===== src/rtl/pe_sad_acc_if.sv =====
// Pixel, control and result bundle for one motion-estimation SAD cell.
// master drives writes/taps/control; slave is the pe_sad_acc cell.
interface pe_sad_acc_if #(
    parameter int unsigned PIXEL_W  = 8,
    parameter int unsigned NUM_CB   = 2,
    parameter int unsigned CB_SEL_W = 1,
    parameter int unsigned ACC_W    = 16
);
    logic [PIXEL_W-1:0]        cur_in;
    logic                      cur_wr_en;
    logic [CB_SEL_W-1:0]       cur_wr_bank;
    logic [CB_SEL_W-1:0]       cb_select;
    logic [PIXEL_W-1:0]        ref_up_1;
    logic [PIXEL_W-1:0]        ref_up_s;
    logic [PIXEL_W-1:0]        ref_dn_1;
    logic [PIXEL_W-1:0]        ref_dn_s;
    logic                      ref_ld;
    logic [1:0]                ref_sel;
    logic                      abs_mask;
    logic                      acc_start;
    logic                      in_valid;
    logic [NUM_CB*PIXEL_W-1:0] next_cur;
    logic [PIXEL_W-1:0]        ref_pix;
    logic [PIXEL_W-1:0]        abs_out;
    logic [ACC_W-1:0]          sad_out;
    logic                      sad_valid;
    logic                      busy;
    logic                      sad_sat;

    modport master (
        output cur_in, cur_wr_en, cur_wr_bank, cb_select,
        output ref_up_1, ref_up_s, ref_dn_1, ref_dn_s, ref_ld, ref_sel,
        output abs_mask, acc_start, in_valid,
        input  next_cur, ref_pix, abs_out, sad_out, sad_valid, busy, sad_sat
    );

    modport slave (
        input  cur_in, cur_wr_en, cur_wr_bank, cb_select,
        input  ref_up_1, ref_up_s, ref_dn_1, ref_dn_s, ref_ld, ref_sel,
        input  abs_mask, acc_start, in_valid,
        output next_cur, ref_pix, abs_out, sad_out, sad_valid, busy, sad_sat
    );
endinterface


===== src/rtl/pe_sad_acc.sv =====
// Motion-estimation PE: current-block banks, reference tap register, |cur-ref| stage and SAD accumulator.
// Define PE_SAD_SAT_EN to make the accumulator saturate (and flag sad_sat) instead of wrapping.
module pe_sad_acc #(
    parameter int unsigned PIXEL_W  = 8,
    parameter int unsigned NUM_CB   = 2,
    parameter int unsigned CB_SEL_W = 1,
    parameter int unsigned BLK_PIX  = 64,
    parameter int unsigned ACC_W    = 16
) (
    input  logic         clk,
    input  logic         rst,
    pe_sad_acc_if.slave  bus
);
    localparam int unsigned DIFF_W = PIXEL_W + 1;
    localparam int unsigned CNT_W  = $clog2(BLK_PIX);
    localparam logic [CNT_W-1:0] CNT_LAST = CNT_W'(BLK_PIX - 1);

    typedef enum logic {
        IDLE  = 1'b0,
        ACCUM = 1'b1
    } state_e;

    logic [PIXEL_W-1:0] bank_q [NUM_CB];
    logic [PIXEL_W-1:0] bank_d [NUM_CB];
    logic [PIXEL_W-1:0] ref_q,  ref_d;
    logic [PIXEL_W-1:0] abs_q,  abs_d;
    logic               abs_v_q, abs_v_d;
    state_e             state_q, state_d;
    logic [ACC_W-1:0]   acc_q,  acc_d;
    logic [CNT_W-1:0]   cnt_q,  cnt_d;
    logic [ACC_W-1:0]   sad_q,  sad_d;
    logic               sad_valid_q, sad_valid_d;
    logic               sat_q,  sat_d;

    logic [PIXEL_W-1:0] cur_sel;
    logic [DIFF_W-1:0]  diff_w;
    logic [PIXEL_W-1:0] abs_c;
    logic [ACC_W-1:0]   acc_add;
    logic               clip;
    logic [NUM_CB*PIXEL_W-1:0] next_cur_w;

    // Accumulate step: clip at all-ones when saturating, otherwise wrap.
`ifdef PE_SAD_SAT_EN
    logic [ACC_W:0] sum_w;
    assign sum_w   = (ACC_W + 1)'(acc_q) + (ACC_W + 1)'(abs_q);
    assign clip    = sum_w[ACC_W];
    assign acc_add = clip ? {ACC_W{1'b1}} : sum_w[ACC_W-1:0];
`else
    assign clip    = 1'b0;
    assign acc_add = acc_q + ACC_W'(abs_q);
`endif

    // Banks, reference register and the absolute-difference stage.
    always_comb begin
        bank_d = bank_q;
        if (bus.cur_wr_en) begin
            bank_d[bus.cur_wr_bank] = bus.cur_in;
        end

        ref_d = ref_q;
        if (bus.ref_ld) begin
            case (bus.ref_sel)
                2'b00:   ref_d = bus.ref_up_1;
                2'b01:   ref_d = bus.ref_up_s;
                2'b10:   ref_d = bus.ref_dn_1;
                default: ref_d = bus.ref_dn_s;
            endcase
        end

        cur_sel = bank_q[bus.cb_select];
        diff_w  = DIFF_W'(cur_sel) - DIFF_W'(ref_q);
        // Negative result: the low bits' two's complement is the magnitude.
        abs_c   = diff_w[PIXEL_W] ? (PIXEL_W'(0) - diff_w[PIXEL_W-1:0]) : diff_w[PIXEL_W-1:0];

        abs_d   = abs_q;
        abs_v_d = bus.in_valid;
        if (bus.in_valid) begin
            abs_d = bus.abs_mask ? '0 : abs_c;
        end
    end

    // SAD control: restart always wins over a pending difference, including the final one.
    always_comb begin
        state_d     = state_q;
        acc_d       = acc_q;
        cnt_d       = cnt_q;
        sad_d       = sad_q;
        sad_valid_d = 1'b0;
        sat_d       = sat_q;
        case (state_q)
            IDLE: begin
                if (bus.acc_start) begin
                    state_d = ACCUM;
                    acc_d   = '0;
                    cnt_d   = '0;
                    sat_d   = 1'b0;
                end
            end
            ACCUM: begin
                if (bus.acc_start) begin
                    acc_d = '0;
                    cnt_d = '0;
                    sat_d = 1'b0;
                end else if (abs_v_q) begin
                    if (clip) begin
                        sat_d = 1'b1;
                    end
                    if (cnt_q == CNT_LAST) begin
                        sad_d       = acc_add;
                        sad_valid_d = 1'b1;
                        acc_d       = '0;
                        cnt_d       = '0;
                        state_d     = IDLE;
                    end else begin
                        acc_d = acc_add;
                        cnt_d = cnt_q + CNT_W'(1);
                    end
                end
            end
            default: state_d = IDLE;
        endcase
    end

    always_comb begin
        next_cur_w = '0;
        for (int unsigned i = 0; i < NUM_CB; i++) begin
            next_cur_w[i*PIXEL_W +: PIXEL_W] = bank_q[i];
        end
    end

    always_ff @(posedge clk or posedge rst) begin
        if (rst) begin
            for (int unsigned i = 0; i < NUM_CB; i++) begin
                bank_q[i] <= '0;
            end
            ref_q       <= '0;
            abs_q       <= '0;
            abs_v_q     <= 1'b0;
            state_q     <= IDLE;
            acc_q       <= '0;
            cnt_q       <= '0;
            sad_q       <= '0;
            sad_valid_q <= 1'b0;
            sat_q       <= 1'b0;
        end else begin
            bank_q      <= bank_d;
            ref_q       <= ref_d;
            abs_q       <= abs_d;
            abs_v_q     <= abs_v_d;
            state_q     <= state_d;
            acc_q       <= acc_d;
            cnt_q       <= cnt_d;
            sad_q       <= sad_d;
            sad_valid_q <= sad_valid_d;
            sat_q       <= sat_d;
        end
    end

    assign bus.next_cur  = next_cur_w;
    assign bus.ref_pix   = ref_q;
    assign bus.abs_out   = abs_q;
    assign bus.sad_out   = sad_q;
    assign bus.sad_valid = sad_valid_q;
    assign bus.busy      = (state_q == ACCUM);
    assign bus.sad_sat   = sat_q;
endmodule


===== src/flat_wrapper.sv =====
// flat-port wrapper written by rule: the top's interface ports become plain ports
module pe_sad_acc_flat 
#(
    parameter int unsigned PIXEL_W  = 8,
    parameter int unsigned NUM_CB   = 2,
    parameter int unsigned CB_SEL_W = 1,
    parameter int unsigned BLK_PIX  = 64,
    parameter int unsigned ACC_W    = 16
)
  (clk, rst, bus_cur_in, bus_cur_wr_en, bus_cur_wr_bank, bus_cb_select, bus_ref_up_1, bus_ref_up_s, bus_ref_dn_1, bus_ref_dn_s, bus_ref_ld, bus_ref_sel, bus_abs_mask, bus_acc_start, bus_in_valid, bus_next_cur, bus_ref_pix, bus_abs_out, bus_sad_out, bus_sad_valid, bus_busy, bus_sad_sat);
  pe_sad_acc_if #(.PIXEL_W(PIXEL_W), .NUM_CB(NUM_CB), .CB_SEL_W(CB_SEL_W), .ACC_W(ACC_W)) bus_i ();
  input  logic clk;
  input  logic rst;
  input wire logic [$bits(bus_i.cur_in)-1:0] bus_cur_in;
  input wire logic [$bits(bus_i.cur_wr_en)-1:0] bus_cur_wr_en;
  input wire logic [$bits(bus_i.cur_wr_bank)-1:0] bus_cur_wr_bank;
  input wire logic [$bits(bus_i.cb_select)-1:0] bus_cb_select;
  input wire logic [$bits(bus_i.ref_up_1)-1:0] bus_ref_up_1;
  input wire logic [$bits(bus_i.ref_up_s)-1:0] bus_ref_up_s;
  input wire logic [$bits(bus_i.ref_dn_1)-1:0] bus_ref_dn_1;
  input wire logic [$bits(bus_i.ref_dn_s)-1:0] bus_ref_dn_s;
  input wire logic [$bits(bus_i.ref_ld)-1:0] bus_ref_ld;
  input wire logic [$bits(bus_i.ref_sel)-1:0] bus_ref_sel;
  input wire logic [$bits(bus_i.abs_mask)-1:0] bus_abs_mask;
  input wire logic [$bits(bus_i.acc_start)-1:0] bus_acc_start;
  input wire logic [$bits(bus_i.in_valid)-1:0] bus_in_valid;
  output wire logic [$bits(bus_i.next_cur)-1:0] bus_next_cur;
  output wire logic [$bits(bus_i.ref_pix)-1:0] bus_ref_pix;
  output wire logic [$bits(bus_i.abs_out)-1:0] bus_abs_out;
  output wire logic [$bits(bus_i.sad_out)-1:0] bus_sad_out;
  output wire logic [$bits(bus_i.sad_valid)-1:0] bus_sad_valid;
  output wire logic [$bits(bus_i.busy)-1:0] bus_busy;
  output wire logic [$bits(bus_i.sad_sat)-1:0] bus_sad_sat;
  assign bus_i.cur_in = bus_cur_in;
  assign bus_i.cur_wr_en = bus_cur_wr_en;
  assign bus_i.cur_wr_bank = bus_cur_wr_bank;
  assign bus_i.cb_select = bus_cb_select;
  assign bus_i.ref_up_1 = bus_ref_up_1;
  assign bus_i.ref_up_s = bus_ref_up_s;
  assign bus_i.ref_dn_1 = bus_ref_dn_1;
  assign bus_i.ref_dn_s = bus_ref_dn_s;
  assign bus_i.ref_ld = bus_ref_ld;
  assign bus_i.ref_sel = bus_ref_sel;
  assign bus_i.abs_mask = bus_abs_mask;
  assign bus_i.acc_start = bus_acc_start;
  assign bus_i.in_valid = bus_in_valid;
  assign bus_next_cur = bus_i.next_cur;
  assign bus_ref_pix = bus_i.ref_pix;
  assign bus_abs_out = bus_i.abs_out;
  assign bus_sad_out = bus_i.sad_out;
  assign bus_sad_valid = bus_i.sad_valid;
  assign bus_busy = bus_i.busy;
  assign bus_sad_sat = bus_i.sad_sat;
  pe_sad_acc #(.PIXEL_W(PIXEL_W), .NUM_CB(NUM_CB), .CB_SEL_W(CB_SEL_W), .BLK_PIX(BLK_PIX), .ACC_W(ACC_W)) u_core (.clk(clk), .rst(rst), .bus(bus_i));
endmodule

===== config.mk =====
export PLATFORM = sky130hd
export DESIGN_NAME = pe_sad_acc_flat
export DESIGN_NICKNAME = d
export VERILOG_FILES = /design/src/rtl/pe_sad_acc_if.sv /design/src/rtl/pe_sad_acc.sv /design/src/flat_wrapper.sv
export SDC_FILE = /design/constraint.sdc
export NUM_CORES = 1
export LEC_CHECK = 0
export ABC_AREA = 0
export CORE_MARGIN = 2
export CORE_UTILIZATION = 50
export DETAILED_ROUTE_END_ITERATION = 8
export PLACE_DENSITY = 0.85
export RECOVER_POWER = 50
export SLEW_MARGIN = 25
export SYNTH_ARGS = -nofsm -noshare
export SYNTH_HDL_FRONTEND = slang
export SYNTH_SLANG_ARGS = --single-unit

===== constraint.sdc =====
create_clock -name clk -period 2.94 [get_ports clk]
set_clock_uncertainty 0.1 [all_clocks]
set_input_delay 0.441 -clock clk [delete_from_list [all_inputs] [get_ports clk]]
set_output_delay 0.441 -clock clk [all_outputs]
set_load 0.02 [all_outputs]

## Word-level counts from Yosys, hierarchy flattened

Index checks and enable logic that the tools add are counted.

- Flip-flop bits (word level): 74
- Latch bits: 0
- Memories: 0
- Bits in writable memories: 0
- Input port bits: 51
- ROM bits: 0

- Reduce and logical (&&, ||, !) cells: 4
- Add/subtract/negate cells: 4
- Magnitude comparators: 3
- Shift operators: 0
- Eq/ne operators: 5
- Div/mod/pow operators: 0
- Muxes and demuxes: 29
- Multiply operators: 0
- Bitwise operators: 4

Operator list:

| cell | number |
|---|---|
| $mux 16 | 4 |
| $mux 8 | 6 |
| $pmux 16 s2 | 1 |
| $mux 6 | 4 |
| $pmux 8 s3 | 1 |
| $add 16x8->16 | 1 |
| $bwmux 16 | 1 |
| $pmux 6 s2 | 1 |
| $mux 1 | 9 |
| $sub 8x8->9 | 1 |
| $demux 8 s1 | 1 |
| $sub 1x8->8 const A | 1 |
| $add 6x1->6 const B | 1 |
| $eq 6x6->1 const B | 1 |
| $ge 2x2->1 const B | 2 |
| $not 1->2 | 2 |
| $reduce_and 4->1 | 1 |
| $ne 3x2->1 const B | 1 |
| $eq 2x1->1 const B | 1 |
| $eq 2x2->1 const B | 1 |
| $logic_not 2->1 | 1 |
| $lt 2x1->1 const B | 1 |
| $ne 2x2->1 const B | 1 |
| $not 1->1 | 2 |
| other kinds (3) | 3 |

## Depth between registers and ports, before layout

Gate-level depths: netlist of run 1.

- Word-level depth: 8
- Mapped depth: 11

## Least setup slack after synthesis of run 1

Ideal clock, no wire load.

- Path kind: input-to-reg
- Start point: input bus_cb_select
- End point: register u_core.abs_q[2] (netlist: u_core.bus.abs_out[2])
- Arrival: 2,704 ps
- Library setup time: 122 ps
- Buffers on the path: 1
- Path slack: 14 ps
- Cell stages on the path: 8
- Cell sequence: clkbuf_1 -> mux2_2 -> ha_1 -> or3_4 -> or2_4 -> o22a_4 -> or3_1 -> a32o_1

- Word-level cells in the longest chain between the ends: 8

Ends and longest elaborated chain:

| element | line | source |
|---|---|---|
| start: declaration | flat_wrapper.sv:17 | `input wire logic [$bits(bus_i.cb_select)-1:0] bus_cb_select;` |
| $not 1->2 (implied by the code) (*) | pe_sad_acc.sv:70 | `cur_sel = bank_q[bus.cb_select];` |
| $mux 8 (implied by the code) (*) (3 in a row) | pe_sad_acc.sv:70 |  |
| $sub 8x8->9 (*) | pe_sad_acc.sv:71 | `diff_w = DIFF_W'(cur_sel) - DIFF_W'(ref_q);` |
| $sub 1x8->8 | pe_sad_acc.sv:73 | `abs_c = diff_w[PIXEL_W] ? (PIXEL_W'(0) - diff_w[PIXEL_W-1:0]) : diff_w[PIXEL_W-1:0];` |
| $mux 8 (*) | pe_sad_acc.sv:73 |  |
| $mux 8 (*) | pe_sad_acc.sv:78 | `abs_d = bus.abs_mask ? '0 : abs_c;` |
| end signal: assignment | pe_sad_acc.sv:148 | `abs_q <= abs_d;` |
| end: declaration | pe_sad_acc.sv:26 | `logic [PIXEL_W-1:0] abs_q, abs_d;` |

Every way passes the cells marked *; elsewhere a longest branch is shown, timed or not. The select of a mux whose other input is x is not followed.
A chain may end at the register's enable or synchronous reset.

## Final worst setup path of run 1

- Start point: register u_core.bank_q, in the netlist u_core.bus.next_cur[0]
- End point: register u_core.abs_q[7] (netlist: u_core.bus.abs_out[7])

- Word-level cells in the longest chain between the ends: 7

Ends and longest elaborated chain:

| element | line | source |
|---|---|---|
| start: declaration | pe_sad_acc.sv:23 | `logic [PIXEL_W-1:0] bank_q [NUM_CB];` |
| start signal: assignment | pe_sad_acc.sv:146 | `bank_q <= bank_d;` |
| $mux 8 (implied by the code) (*) (3 in a row) | pe_sad_acc.sv:70 |  |
| $sub 8x8->9 (*) | pe_sad_acc.sv:71 |  |
| $sub 1x8->8 | pe_sad_acc.sv:73 |  |
| $mux 8 (*) | pe_sad_acc.sv:73 |  |
| $mux 8 (*) | pe_sad_acc.sv:78 |  |

Marked as above.

==> results of run 1 <==
==> power by group through the flow <==
stage	combinational (mW)	sequential (mW)	clock, mW
6_report	1.60	1.24	0.703
5_1_grt	1.73	1.26	0.768
4_1_cts	1.57	1.24	0.717
3_5_place_dp	1.55	1.26	0
3_3_place_gp	1.49	1.26	0
2_1_floorplan	0.806	1.33	0
==> metal layers <==
metal	GRT usage, %	up-vias	part of all wire (%)
li1	-	1675	-
met1	26.1	1739	39
met2	42.2	121	53
met3	6.46	22	6.2
met4	7.97	0	2.1
met5	0	-	0
==> cells in the mapped netlist (2+ instances only) <==
cell type,number,area [µm²]
ha_1,18,225
a22o_1,7,61.3
mux2i_1,4,40.0
clkbuf_1,12,45.0
nand2b_1,6,37.5
or3_1,8,50.1
o21ai_0,37,185
nor2_1,13,48.8
o22ai_1,2,12.5
o31ai_1,6,45.0
a21oi_1,17,85.1
dfrtp_1,73,1830
xor2_1,11,96.3
mux4_2,8,180
a32oi_1,2,17.5
mux2_2,29,327
o2111ai_1,2,17.5
inv_1,20,75.1
a2111o_1,2,22.5
nand2_1,43,161
nand3_1,12,60.1
fa_1,2,40.0
nand4_1,7,43.8
o21a_1,4,30.0
xnor2_1,12,105
nor3_1,6,30.0
and3_1,4,25.0
a21o_1,5,37.5
nor2b_1,3,18.8
==> worst paths after layout <==
kind / start / endpoint / cells after the start
max reg2reg: u_core.bus.next_cur[0] / u_core.bus.abs_out[7] / 10
min: u_core.bus.sad_out[11] / u_core.bus.sad_out[11] / 2
max: u_core.bus.next_cur[0] / u_core.bus.abs_out[7] / 10
min in group asynchronous: rst / u_core.bus.next_cur[7] / 2
max in group asynchronous: rst / u_core.bus.sad_out[8] / 3
min reg2reg: u_core.bus.sad_out[11] / u_core.bus.sad_out[11] / 2
==> worst max-delay path: stages, from the launching register on <==
cell      delay (ns)
dfrtp_1         0.42
mux2i_2         0.18
ha_2            0.22
inv_2           0.04
fa_2            0.38
a21oi_2         0.16
nor3_1          0.06
or3_4           0.42
nor3_4          0.23
a2111o_1        0.16
nand3_1         0.07
==> timing repair <==
| action | CTS | global route |
|---|---|---|
| setup buffers | 0 | 2 |
| hold buffers | 0 | 0 |
| pin swaps | 0 | 6 |
| endpoints found under the setup margin | 2 | 7 |
| resized for setup | 2 | 9 |
==> cell families (layout without fill, tap and decap cells) <==
kind of cell / Yosys count / after routing / share of synthesized area, %
and+or+nand+nor: 107 / 107 / 12.6
AOI/OAI and AO/OA: 93 / 93 / 14.6
DFF: 73 / 73 / 44.6
muxes: 41 / 41 / 13.3
buffers and inverters: 35 / 170 / 3.33
xor gates and xnor gates: 23 / 23 / 4.92
adders and majority gates: 20 / 20 / 6.48
other: 1 / 1 / 0.0915
==> sequential cells by signal, indices dropped and copies added, names as in the netlist <==
| register | flops |
|---|---|
| u_core.bus.sad_valid | 1 |
| u_core.cnt_q | 6 |
| u_core.bus.busy | 1 |
| u_core.bus.sad_out | 16 |
| u_core.bus.ref_pix | 8 |
| u_core.abs_v_q | 1 |
| u_core.acc_q | 16 |
| u_core.bus.abs_out | 8 |
| u_core.bus.next_cur | 16 |
==> layout make-up <==
| class | instances | area [µm²] |
|---|---|---|
| fillers | 604 | 2460 |
| multi-input cells | 285 | 2160 |
| flip-flops and latches | 73 | 1830 |
| repair buffers | 134 | 1270 |
| clock buffers | 10 | 138 |
| well taps | 105 | 131 |
| inverters | 21 | 78.8 |
| clock inverters | 5 | 32.5 |
==> metrics.txt, run 1 <==
CTS tree built; initial antenna violation count 0; P per Cell Area 629 mW/mm²; Area Growth Syn to Fin 37.6%; IO Port Bufs 100; total number of vias 3,557; HP Class reg -> reg; # IOs 102; fin crit share 87.4%; Longest Clk Path Bufs 2; Root Buffer clkbuf_8; Initial DRT Pass Iterations 4; layout cell share with drive strength beyond 1 18.4%; HPWL after detailed placement about 7600 µm; fin nets 595; Crit. End Element register; asr flop ratio synth 100%; largest net degree at the start of global routing 50; DRT Wirelength 9970 µm; CTS clk-pin slew, worst paths 0.08 ns; Seq pwr share 35.0%; mean cell area of the mapped netlist around 10 µm²; die area 0.00893 mm²; CP Data Required Time ~3 ns; switching share of power 36.5%; Cell Area, Placed 0.00542 mm²; RePlAce Congestion a little over 0.9; status complete, no violations; final hold slack between 0.3 and 0.4 ns; RSZ-0062 raised after global routing no; CTS Buf Count 9; Cell Int Power approximately 2.3 mW; Pins Over Slew Limit 0; Worst Slack Setup Final 0.370 ns; first-pass GRT wire length approximately 16,000 µm; synthesized net count approximately 460; leakage power 2.47 nW; CORE AREA approximately 0.008 mm²; Rel. slew slack 36.2%; Synth Register Bits 73; Antenna diodes 0; WS Path Type reg -> reg; Comb power frac 45.2%; clock power share 19.8%; Die Span Y 94.5 µm; Initial Util 50.6%; worst-skew pair later-pin latency 0.36 ns; main flop type after synthesis dfrtp_1; Min Clock Period, post-route 2.57 ns; CP Max Fanout 3; DR DRC count 0; vias in the first global route between 3,000 and 4,000; fmax 389 MHz; CP Launch Type register; Netlist cell types between 40 and 50; GRT Overall Usage 23.2%; commonest non-fill, non-tap cell in the layout clkdlybuf4s50_1; register area share after synthesis 44.6%; Max-Cap Viols 0; cell count after synthesis 393; dpl cells just over 600; commonest cells after routing, fill and taps aside 95 x clkdlybuf4s50_1, 73 x dfrtp_1, 43 x nand2_1; Net Sw Power 1.29 mW; Tot Pwr 3.55 mW; Final Hold Viols 0; Synth Cell Area 0.00410 mm²; Yosys Warn Count 0; Slew @ Worst Pin about 0.96 ns; Final Util roughly 70%; CTS sink count 73; final setup TNS 0 ns; final non-filler cell total 633; Via-to-Cell Ratio 5.62; Final Instance Area 0.00564 mm²; EDFF count, synth 0; Die W 94.5 µm; grt total ovfl 0; final setup fails 0; Antenna Violating Nets Remaining 0; WL per Instance 15.7 µm; VDD IR-drop max about 370 µV; pre-CTS setup slack -0.432 ns; DR iter-0 viols around 100; CP Data Arrival Time 2.70 ns; Std-Cell Rows 33; H-tree lvl count 3; reg-to-reg slack, setup between 0.3 and 0.4 ns
Power figures use the tool's default switching activity.
==> run 2, diff against run 1 <==
CORE_ASPECT_RATIO = 1.5   (was default)
==> metrics.txt, run 2 (synthesis results as in run 1) <==
CTS Buf Count 9 (unchanged); CTS clk-pin slew, worst paths 0.05 ns (-0.03 ns); CORE AREA 0.00801 mm² (-1.1%); Min Clock Period, post-route 2.57 ns (-0.000317 ns); Slew @ Worst Pin 1.76 ns (+0.800 ns); max incr delay on CP 0.58 ns (+0.16 ns); Antenna diodes 0 (unchanged); leakage power 2.52 nW (+2.0%); RSZ-0062 raised after global routing no; Initial Util 51.2% (+0.54 points); Via-to-Cell Ratio 5.75 (+2.4%); cts-stage hold buffer count 0 (unchanged); Std-Cell Rows 40 (+21%); total number of vias 3,618 (+1.7%); status finished, violations left; Seq pwr share 31.8% (-3.2 points); fin crit share 87.4% (about the same); grt total ovfl 0 (unchanged); CP Data Arrival Time 2.69 ns (about the same); worst path cell trace mux2i_1, ha_2, inv_1, fa_2, inv_1, ha_1, or3_1, a32o_1; critical path's most frequent cell inv_1; DR DRC count 0 (unchanged); first-pass GRT wire length 16,900 µm (+4.0%); CTS tree built; final setup fails 0 (unchanged); fin nets 591 (-0.67%); CP Data Required Time 3.06 ns (about the same); Cell Int Power 2.58 mW (+14%); die area 0.00895 mm² (+0.16%); Initial DRT Pass Iterations 4 (unchanged); GRT Overall Usage 24.2% (+1.0 points); fill count 560 (-7.3%); DR iter-0 viols 139 (+35%); initial antenna violation count 0 (unchanged); CTS sink count 73 (unchanged); H-tree lvl count 3 (unchanged); Root Buffer clkbuf_16; Antenna Violating Nets Remaining 0 (unchanged); Die W 77.9 µm (-18%); commonest non-fill, non-tap cell in the layout clkdlybuf4s50_1; Seq. cell area 0.00183 mm² (unchanged); P per Cell Area 678 mW/mm² (+7.7%); clock power share 26.8% (+7.0 points); worst-skew pair later-pin latency 0.34 ns (-0.02 ns); Final Hold Viols 0 (unchanged); Max-Cap Viols 1 (+1); Die Span Y 115 µm (+22%); Comb power frac 41.4% (-3.8 points); Final Util 71.9% (+2.3 points); Rel. slew slack -17.0% (-53 points); # IOs 102 (unchanged); dpl cells 613 (-0.49%); WS Path Type reg -> reg; switching share of power 34.0% (-2.5 points); Area Growth Syn to Fin 40.6%; CP Launch Type register; vias in the first global route 3,710 (+3.4%); layout cell share with drive strength beyond 1 18.5% (+0.14 points); Pins Over Slew Limit 74 (+74); commonest cells after routing, fill and taps aside 96 x clkdlybuf4s50_1, 73 x dfrtp_1, 43 x nand2_1; CP Max Fanout 3 (unchanged); RePlAce Congestion 0.863 (-6.5%); area occupied by multi-input gates 0.00221 mm² (+2.3%); violations in the final reports capacitance limit, slew limit; VDD IR-drop max 439 µV (+19%); HP Class reg -> reg; final non-filler cell total 629 (-0.63%); Crit. End Element register; Net Sw Power 1.33 mW (+2.4%); largest net degree at the start of global routing 74 (+48%); WL per Instance 16.4 µm (+4.2%); HPWL after detailed placement 7920 µm (+3.8%); DRT Wirelength 10,300 µm (+3.5%); Longest Clk Path Bufs 2 (unchanged); fmax 389 MHz (about the same); Crit-path slowest cell fa_2; IO Port Bufs 100 (unchanged)
run 2: cell types whose count changed in the layout (fill, tap and decap cells not counted), sizes merged:
cell,previous run,this run
buf,32,27
bufinv,0,1
clkbuf,12,14
clkdlybuf4s50,95,96
clkinv,3,5
clkinvlp,3,0
dlygate4sd3,4,3
inv,20,19
run 2: layout make-up:
class | instances | area share (%)
multi-input combinational | 285 | 38.4
sequential | 73 | 31.7
timing repair buffer | 130 | 21.4
clock inverter | 4 | 0.782
inverter | 21 | 1.37
clock buffer | 11 | 4.04
tap | 105 | 2.28
run 2: metal layers:
layer	global-route usage [%]	wire [µm]	vias up
met1	24.1	3520	1778
met5	0	0	-
met3	6.75	631	34
met2	44.4	5660	140
li1	-	-	1666
met4	14.5	511	0
run 2: power by group through the flow:
stage | clock [mW] | combinational [mW] | sequential [mW]
after CTS | 1.06 | 1.58 | 1.24
after detailed placement | 0 | 1.53 | 1.25
after floorplan | 0 | 0.806 | 1.33
after global routing | 1.11 | 1.74 | 1.26
final | 1.05 | 1.62 | 1.24
after global placement | 0 | 1.47 | 1.25
run 2: repair_timing:
item	CTS	global route
pin swaps	1	1
endpoints found under the hold margin	0	0
endpoints found under the setup margin	4	6
setup buffers	1	0
gates resized for setup	8	8
run 2: through the flow:
step	hold slack (ns)	cell area [µm²]	power (mW)	setup WS [ns]	TNS [ns]
4_1_cts	0.383	5740	3.88	0.00388	0
3_3_place_gp	0.360	5410	2.72	-0.269	-1.64
6_report	0.378	5760	3.90	0.370	0
2_1_floorplan	0.354	4100	2.14	0.0144	0
3_5_place_dp	0.371	5410	2.78	-0.442	-2.62
5_1_grt	0.414	5760	4.11	0.256	0
run 2: worst paths after layout:
path | startpoint | to | slack, ns | depth (start not counted)
setup reg to reg | u_core.bus.next_cur[8] | u_core.bus.abs_out[2] | 0.37 | 8
max in group asynchronous | rst | u_core.bus.sad_out[0] | 0.62 | 3
hold reg to reg | u_core.bus.sad_out[14] | u_core.bus.sad_out[14] | 0.38 | 2
setup / recovery | u_core.bus.next_cur[8] | u_core.bus.abs_out[2] | 0.37 | 8
hold / removal | u_core.bus.sad_out[14] | u_core.bus.sad_out[14] | 0.38 | 2
min in group asynchronous | rst | u_core.bus.next_cur[7] | 1.06 | 3
run 2: critical path, delay by kind of cell (launching register included):
kind | cells | cell delay [ns]
mux | 1 | 0.18
compound gates | 1 | 0.25
flops | 1 | 0.42
simple gates | 1 | 0.37
buf+inv | 2 | 0.13
fa+ha+maj | 3 | 1.00
==> run 3, diff against run 2 <==
ABC_CLOCK_PERIOD_IN_PS = 2940   (was default)
PLACE_DENSITY = default   (was 0.85)
PLACE_DENSITY_LB_ADDON = 0.25   (was default)
==> metrics.txt, run 3 (synthesis results as in run 1) <==
Pins Over Slew Limit 74 (unchanged); Antenna Violating Nets Remaining 0 (unchanged); worst path cell trace dlymetal6s2s_1, buf_12, mux2_2, ha_1, or3_4, or2_4, o22a_4, or3_1, a32o_1; vias in the first global route 3,571 (-3.7%); RePlAce Congestion 0.843 (-2.3%); layout cell share with drive strength beyond 1 17.6% (-0.95 points); CTS clk-pin slew, worst paths 0.05 ns (about the same); IO Port Bufs 100 (unchanged); pre-CTS setup slack -0.375 ns (+0.0670 ns); CP Data Arrival Time 2.68 ns (about the same); Final Hold Viols 0 (unchanged); Root Buffer clkbuf_16; DRT Wirelength 9880 µm (-4.3%); VDD IR-drop max 520 µV (+18%); largest net degree at the start of global routing 74 (unchanged); Die Span Y 115 µm (unchanged); RSZ-0062 raised after global routing no; Crit. End Element register; Via-to-Cell Ratio 5.50 (-4.4%); HP Class reg -> reg; # IOs 102 (unchanged); CTS Buf Count 9 (unchanged); Antenna diodes 0 (unchanged); Worst Slack Setup Final 0.380 ns (+0.00993 ns); CTS tree built; worst-skew pair later-pin latency 0.33 ns (about the same); CP Data Required Time 3.06 ns (about the same); fmax 391 MHz (+0.39%); Area Growth Syn to Fin 39.9%; fin nets 591 (unchanged); CP Launch Type input pin; die area 0.00895 mm² (unchanged); Crit-path slowest cell or3_4; Rel. slew slack -19.2% (-2.2 points); GRT Overall Usage 23.2% (-1.1 points); Initial DRT Pass Iterations 4 (unchanged); WL per Instance 15.7 µm (-4.3%); grt total ovfl 0 (unchanged); WS Path Type in -> reg; H-tree lvl count 3 (unchanged); final non-filler cell total 629 (unchanged); fin crit share 87.1% (-0.34 points); dpl cells 614 (+0.16%); initial antenna violation count 0 (unchanged); commonest cells after routing, fill and taps aside 95 x clkdlybuf4s50_1, 73 x dfrtp_1, 43 x nand2_1; P per Cell Area 682 mW/mm² (+0.59%); total number of vias 3,460 (-4.4%); status finished, violations left; CORE AREA 0.00801 mm² (unchanged); DR iter-0 viols 186 (+34%); cts-stage hold buffer count 0 (unchanged); Slew @ Worst Pin 1.79 ns (+0.0327 ns); Max-Cap Viols 1 (unchanged); max incr delay on CP 0.39 ns (-0.19 ns); HPWL after detailed placement 7500 µm (-5.4%); commonest non-fill, non-tap cell in the layout clkdlybuf4s50_1; Min Clock Period, post-route 2.56 ns (-0.00993 ns); DR DRC count 0 (unchanged); Std-Cell Rows 40 (unchanged); violations in the final reports capacitance limit, slew limit; Die W 77.9 µm (unchanged); final setup fails 0 (unchanged); first-pass GRT wire length 16,400 µm (-3.2%); leakage power 2.53 nW (+0.19%); CP Max Fanout 8 (+5); Initial Util 51.2% (unchanged); Longest Clk Path Bufs 2 (unchanged); CTS sink count 73 (unchanged)
[run 3: final cells by class]
class                           instances  area, µm²
Clock inverter                          3       40.0
Fill cell                             628       2280
Clock buffer                           12        256
Multi-Input combinational cell        285       2170
Sequential cell                        73       1830
Inverter                               21       78.8
Timing Repair Buffer                  130       1230
Tap cell                              105        131
[run 3: where the power goes]
group / leakage [nW] / switching (mW) / internal (mW)
logic: 1.43 / 0.796 / 0.777
registers: 0.950 / 0.110 / 1.13
clock network: 0.148 / 0.400 / 0.695
[run 3: worst paths after layout]
check / from / end / slack, ns / cells after the start
max in group asynchronous: rst / u_core.bus.sad_out[0] / 0.60 / 3
worst max register to register: u_core.bus.next_cur[8] / u_core.bus.abs_out[7] / 0.40 / 10
worst min register to register: u_core.bus.sad_out[10] / u_core.bus.sad_out[10] / 0.38 / 2
worst max-delay path: bus_cb_select / u_core.bus.abs_out[2] / 0.38 / 9
min in group asynchronous: rst / u_core.bus.next_cur[10] / 1.07 / 3
worst min-delay path: u_core.bus.sad_out[10] / u_core.bus.sad_out[10] / 0.38 / 2
[run 3: stage by stage]
stage | hold slack [ns] | utilization [%] | power (mW) | area (µm²) | setup TNS [ns]
6_report | 0.376 | 71.6 | 3.91 | 5730 | 0
3_5_place_dp | 0.367 | 67.7 | 2.77 | 5420 | -1.81
2_1_floorplan | 0.354 | - | 2.14 | 4100 | 0
3_3_place_gp | 0.362 | 67.7 | 2.73 | 5420 | -1.49
4_1_cts | 0.379 | 71.5 | 3.89 | 5730 | 0
5_1_grt | 0.400 | 71.6 | 4.12 | 5730 | 0
[run 3: repair_timing]
item | 4_1_cts | 5_1_grt
setup endpoints to repair | 2 | 7
gates resized for setup | 2 | 9
setup buffers | 0 | 0
pin swaps | 0 | 1
gates cloned | 0 | 0
[run 3: metal layers]
| layer | vias to the layer above | wire length (µm) | track usage, % |
|---|---|---|---|
| li1 | 1672 | - | - |
| met3 | 21 | 481 | 4.55 |
| met1 | 1662 | 3620 | 24.4 |
| met4 | 0 | 272 | 9.47 |
| met5 | - | 0 | 0 |
| met2 | 105 | 5500 | 44.5 |
[run 3: critical path: cells and delay by family]
| kind | cells | cell delay [ns] |
|---|---|---|
| mux | 1 | 0.33 |
| simple gates | 3 | 0.99 |
| fa+ha+maj | 1 | 0.20 |
| buf+inv | 2 | 0.27 |
| compound gates | 2 | 0.44 |
